--- src/rtl/tilt_move_ctrl.sv ---
// Tilt-to-step controller: turns accelerometer tilt into periodic 1-cycle step pulses.
// Build macro TILT_BUTTON_OVERRIDE_EN lets held buttons override tilt-derived steps.
module tilt_move_ctrl #(
    parameter int unsigned TICK_DIV   = 100000,
    parameter int unsigned DEADZONE   = 16,
    parameter int unsigned MIN_PERIOD = 8,
    parameter int unsigned BTN_PERIOD = 100
) (
    input  logic       clk,
    input  logic       reset,
    input  logic [8:0] accel_x,
    input  logic [8:0] accel_y,
    input  logic [3:0] btn,
    input  logic       enable,
    output logic [3:0] movement,
    output logic [1:0] tilt_active
);
    localparam int unsigned AW = 9;
    localparam int unsigned CW = 8;
    localparam int unsigned PW = (TICK_DIV > 1) ? $clog2(TICK_DIV) : 1;
    localparam logic [AW-1:0] CENTRE = AW'(256);
    localparam logic [AW-1:0] DZ     = AW'(DEADZONE);
    localparam logic [CW-1:0] MIN_P  = CW'(MIN_PERIOD);

    typedef enum logic [1:0] {AX_IDLE, AX_POS, AX_NEG} axis_state_e;

    // Index 0 is the X axis, index 1 the Y axis.
    logic [1:0][AW-1:0] acc_s1, acc_s2;
    logic [PW-1:0]      presc_q;
    logic               ms_tick_c;
    axis_state_e        state_q [2];
    axis_state_e        state_d [2];
    logic [1:0][CW-1:0] cnt_q, cnt_d;
    logic [1:0]         pos_c, neg_c;
    logic [3:0]         tilt_move_c;
    logic [3:0]         move_c;
    logic               override_c;

    function automatic logic [AW-1:0] abs_dev(input logic [AW-1:0] a);
        return (a >= CENTRE) ? a - CENTRE : CENTRE - a;
    endfunction

    // Period shrinks with tilt, clamped at the fastest allowed rate.
    function automatic logic [CW-1:0] step_period(input logic [AW-1:0] d);
        logic [CW-1:0] dc;
        logic [CW-1:0] p;
        dc = d[AW-1] ? 8'hFF : d[CW-1:0];
        p  = 8'hFF - dc;
        return (p < MIN_P) ? MIN_P : p;
    endfunction

    function automatic axis_state_e target_state(input logic [AW-1:0] a);
        logic [AW-1:0] d;
        axis_state_e   s;
        d = abs_dev(a);
        if (d < DZ || d == '0) s = AX_IDLE;
        else if (a > CENTRE)   s = AX_POS;
        else                   s = AX_NEG;
        return s;
    endfunction

    always_ff @(posedge clk or negedge reset) begin
        if (!reset) begin
            acc_s1 <= {CENTRE, CENTRE};
            acc_s2 <= {CENTRE, CENTRE};
        end else begin
            acc_s1 <= {accel_y, accel_x};
            acc_s2 <= acc_s1;
        end
    end

    assign ms_tick_c = (presc_q == PW'(TICK_DIV - 1));

    always_ff @(posedge clk or negedge reset) begin
        if (!reset) presc_q <= '0;
        else        presc_q <= ms_tick_c ? '0 : presc_q + PW'(1);
    end

    // Per-axis state and step counter; any state change restarts the period.
    always_comb begin
        state_d = state_q;
        cnt_d   = cnt_q;
        pos_c   = '0;
        neg_c   = '0;
        for (int i = 0; i < 2; i++) begin
            state_d[i] = target_state(acc_s2[i]);
            if (!enable || override_c || state_d[i] == AX_IDLE || state_d[i] != state_q[i]) begin
                cnt_d[i] = '0;
            end else if (ms_tick_c) begin
                if (cnt_q[i] >= step_period(abs_dev(acc_s2[i])) - CW'(1)) begin
                    cnt_d[i] = '0;
                    pos_c[i] = (state_q[i] == AX_POS);
                    neg_c[i] = (state_q[i] == AX_NEG);
                end else begin
                    cnt_d[i] = cnt_q[i] + CW'(1);
                end
            end
        end
    end

    assign tilt_move_c = {pos_c[0], neg_c[0], pos_c[1], neg_c[1]};

`ifdef TILT_BUTTON_OVERRIDE_EN
    localparam int unsigned BW = (BTN_PERIOD > 1) ? $clog2(BTN_PERIOD) : 1;

    logic [3:0]         btn_s1, btn_s2;
    logic [3:0][BW-1:0] bcnt_q, bcnt_d;
    logic [3:0]         bmove_c;

    always_ff @(posedge clk or negedge reset) begin
        if (!reset) begin
            btn_s1 <= '0;
            btn_s2 <= '0;
            bcnt_q <= '0;
        end else begin
            btn_s1 <= btn;
            btn_s2 <= btn_s1;
            bcnt_q <= bcnt_d;
        end
    end

    always_comb begin
        bcnt_d  = bcnt_q;
        bmove_c = '0;
        for (int j = 0; j < 4; j++) begin
            if (!btn_s2[j] || !enable) begin
                bcnt_d[j] = '0;
            end else if (ms_tick_c) begin
                if (bcnt_q[j] >= BW'(BTN_PERIOD - 1)) begin
                    bcnt_d[j]  = '0;
                    bmove_c[j] = 1'b1;
                end else begin
                    bcnt_d[j] = bcnt_q[j] + BW'(1);
                end
            end
        end
    end

    // Opposing buttons held together cancel so right+left / down+up never fire.
    assign override_c = |btn_s2;
    assign move_c     = override_c ? (bmove_c & ~{btn_s2[2], btn_s2[3], btn_s2[0], btn_s2[1]})
                                   : tilt_move_c;
`else
    logic unused_btn;
    assign unused_btn = ^btn;
    assign override_c = 1'b0;
    assign move_c     = tilt_move_c;
`endif

    always_ff @(posedge clk or negedge reset) begin
        if (!reset) begin
            state_q     <= '{AX_IDLE, AX_IDLE};
            cnt_q       <= '0;
            movement    <= '0;
            tilt_active <= '0;
        end else begin
            state_q     <= state_d;
            cnt_q       <= cnt_d;
            movement    <= move_c;
            tilt_active <= {state_d[1] != AX_IDLE, state_d[0] != AX_IDLE};
        end
    end

endmodule

--- config.mk ---
export PLATFORM = sky130hd
export DESIGN_NAME = tilt_move_ctrl
export DESIGN_NICKNAME = d
export VERILOG_FILES = /design/src/rtl/tilt_move_ctrl.sv
export SDC_FILE = /design/constraint.sdc
export NUM_CORES = 1
export LEC_CHECK = 0
export CAP_MARGIN = 5
export CORE_ASPECT_RATIO = 1.1
export CORE_UTILIZATION = 50
export CTS_BUF_LIST = sky130_fd_sc_hd__clkbuf_4 sky130_fd_sc_hd__clkbuf_8
export DETAILED_ROUTE_END_ITERATION = 7
export PLACE_DENSITY = 0.76
export SYNTH_ARGS = -nofsm -noshare
export SYNTH_HDL_FRONTEND = slang
export SYNTH_SLANG_ARGS = --single-unit
--- constraint.sdc ---
create_clock -name clk -period 5.6 [get_ports clk]
set_clock_uncertainty 0.2 [all_clocks]
set_input_delay 1.12 -clock clk [delete_from_list [all_inputs] [get_ports clk]]
set_output_delay 1.12 -clock clk [all_outputs]
set_load 0.005 [all_outputs]
==> results.toml <==
[cts]
clk_pin_slew_ns = 0.09
cts_tree = "done"
clock_latency_ns = 0.35
cts_hold_buf = 0
postCtsSetupBuffers = 0
h-tree-depth = 3
ctsResizeCount = 0
root_buffer = "clkbuf_8"
cts_buffers = 9
cts.path.max_buffers = 2
cts.sinks = 79

[finish]
fin_area_um2 = 4960
num_antenna_cells = 0
drive_gt1_share_pct = 8.89
final_nets = 539
synthToLayoutAreaGrowth_pct = 12.2

[yosys]
synth-seq-cells = 79
ys.flop_type = "dfrtp_1"
synth_nets = 518
async_flop_share_pct = 100
syn_avg_cell_area_um2 = 9.43
ys_seq_area_share_pct = 44.8
synth_cell_type_count = 64
netlist_area_um2 = 4420
synth_edf_count = 0
yosysWarningCount = 0
synth_cells = 469

[sta]
fin_crit_sh_pct = 85.6
max_slew_margin_pct = 36.9
finalSetupTns_ns = 0
slew_viol_final = 0
worst_slew_pin_slew_ns = 0.946
rsz0062_at_grt = "false"
final_hold_viol_count = 0
whs_ns = 0.148
fmax_mhz = 209
post-route-min-period_ns = 4.79
setup_viol = 0

[routing]
wl_per_cell_um = 13.3
wirelength_um = 8070
antenna_left = 0
drt-pass1-iter-count = 5
vias = 3508
via_per_inst = 5.79
drc = 0
drtIter0Drc = 140

[setup_path]
r2r_start = "acc_s2[3]$_DFF_PN0_"
worstPathCellList = "or4_1 -> o31a_1 -> mux2_2 -> or3_1 -> nor2_1 -> or3_1 -> ha_1 -> nor4b_1 -> mux2i_1 -> ha_1 -> a2111oi_0 -> nand2_1 -> o22ai_1 -> buf_4 -> nand3_1 -> a31oi_1"
cpPeakStageDelay_ns = 0.62
cp.required_ns = 5.68
crit_fanout = 9
worstSetupStartpoint = "acc_s2[3]$_DFF_PN0_"
worstPathArrival_ns = 4.88
path_class = "flip-flop to flip-flop"
cp_slowest_cell = "or4_1"
cp-end-kind = "flip-flop"
regToRegSetupSlack_ns = 0.81
startpoint_type = "flip-flop"

[job]
drv_cap = 0

[global_routing]
grt_usage_pct = 19.3
gr-total-overflow = 0
grt_pass1_vias = 3219
grt_pass1_wl_um = 14200
antenna_found_initial = 0
grt_max_degree = 80

[power]
irDropWorstVdd_uv = 134
p_per_area_nw_per_um2 = 234
p_leak_nw = 2.02

[die]
die_h_um = 101
rows = 35
core_area_um2 = 8500
die_x_um = 91.7
ioPinCount = 31
die_area_um2 = 9230
start_util_pct = 52.1

[placed_design]
dp_hpwl_um = 5720
place_congestion = 0.851
placed_area_um2 = 4760
io_buffers = 26

[worst_hold_path]
hp-start = "acc_s1[14]$_DFF_PN0_"
hp-class = "flip-flop to flip-flop"

[run_status]
status = "finished clean"
cell usage after synthesis (12+ instances only):
cell	n	share of area (%)
a21oi_1	22	2.5
a31oi_1	12	1.7
clkbuf_1	16	1.4
dfrtp_1	75	42
ha_1	24	6.8
inv_1	12	1.0
nand2_1	44	3.7
nand3_1	37	4.2
nor2_1	45	3.8
nor3_1	17	1.9
xnor2_1	14	2.8
xor2_1	14	2.8
flip-flops by register name (all words and copies together) (netlist names):
name and cells:
presc_q 17, state_q 4, acc_s2 18, movement 4, acc_s1 18, cnt_q 16, tilt_active 2
layout by cell type, fill, tap and decap left out, drive strengths merged, types with 3 or more instances in the layout:
master,synthesis,routed
nor2,45,45
inv,13,15
mux2i,4,4
xor2,14,14
and2,4,4
nor2b,5,5
nand2b,10,10
xnor2,14,14
or2,9,9
ha,24,24
nand2,44,44
and4,4,4
mux2,4,4
buf,3,4
nor4,4,4
dfstp,4,4
nor4b,6,6
nor3b,5,5
o21bai,3,3
a21oi,22,22
nor3,17,17
clkbuf,16,9
a211oi,4,4
o21ai,12,12
nand3,38,38
a31oi,12,12
and3,4,4
or3,8,8
clkdlybuf4s50,0,25
o22ai,3,3
dfrtp,75,75
through the flow:
step / std cells / util, % / setup slack (ns) / power (W)
after floorplan: 469 / - / 1.15 / 0.000698
after global placement: 590 / 56.0 / 0.940 / 0.000738
after detailed placement: 590 / 56.0 / 0.791 / 0.000743
after CTS: 606 / 58.4 / 0.781 / 0.00118
final: 606 / 58.4 / 0.806 / 0.00116
after global routing: 606 / 58.4 / 0.395 / 0.00122
routing by layer:
layer | GRT usage [%] | wire, um | up-vias
li1 | - | - | 1729
met1 | 25.0 | 3790 | 1687
met2 | 31.8 | 3830 | 73
met3 | 3.77 | 292 | 19
met4 | 7.81 | 157 | 0
met5 | 0 | 0 | -
area by class of cell:
class                   count  area (um^2)
flip-flops and latches     79         1980
clock inverters             7         80.1
well taps                 111          139
clock buffers               9          124
multi-input cells         358         2310
repair buffers             29          280
inverters                  13         48.8
fillers                   717         3530
cells by family after synthesis:
group	share of synthesized area (%)
flops	44.8
buf+inv	2.94
compound gates	13.2
xor+xnor	5.54
fa+ha+maj	6.79
mux	1.92
simple gates	24.8
report_power, final:
| group | switching (W) | internal [W] | total (W) | leakage, nW |
|---|---|---|---|---|
| clock | 0.000221 | 0.000210 | 0.000432 | 0.0964 |
| sequential | 0.0000189 | 0.000587 | 0.000606 | 0.983 |
| combinational | 0.0000669 | 0.0000590 | 0.000126 | 0.945 |
worst paths after layout:
check | endpoint | cells past startpoint
hold / removal | acc_s2[14]$_DFF_PN0_ | 0
setup / recovery | cnt_q[6]$_DFFE_PN0P_ | 16
max in group asynchronous | movement[0]$_DFF_PN0_ | 1
setup reg to reg | cnt_q[6]$_DFFE_PN0P_ | 16
min in group asynchronous | acc_s2[15]$_DFF_PN0_ | 1
hold reg to reg | acc_s2[14]$_DFF_PN0_ | 0
worst max-delay path, delay by kind of cell, from the launching register on:
family                   cells  cell delay (ns)
buffers and inverters        1             0.24
adder cells (fa/ha/maj)      2             0.44
AO/OA/AOI/OAI                4             1.09
AND/OR/NAND/NOR              7             1.82
flip-flops                   1             0.48
multiplexers                 2             0.44
Note: power is estimated with default switching activity, not from simulation.
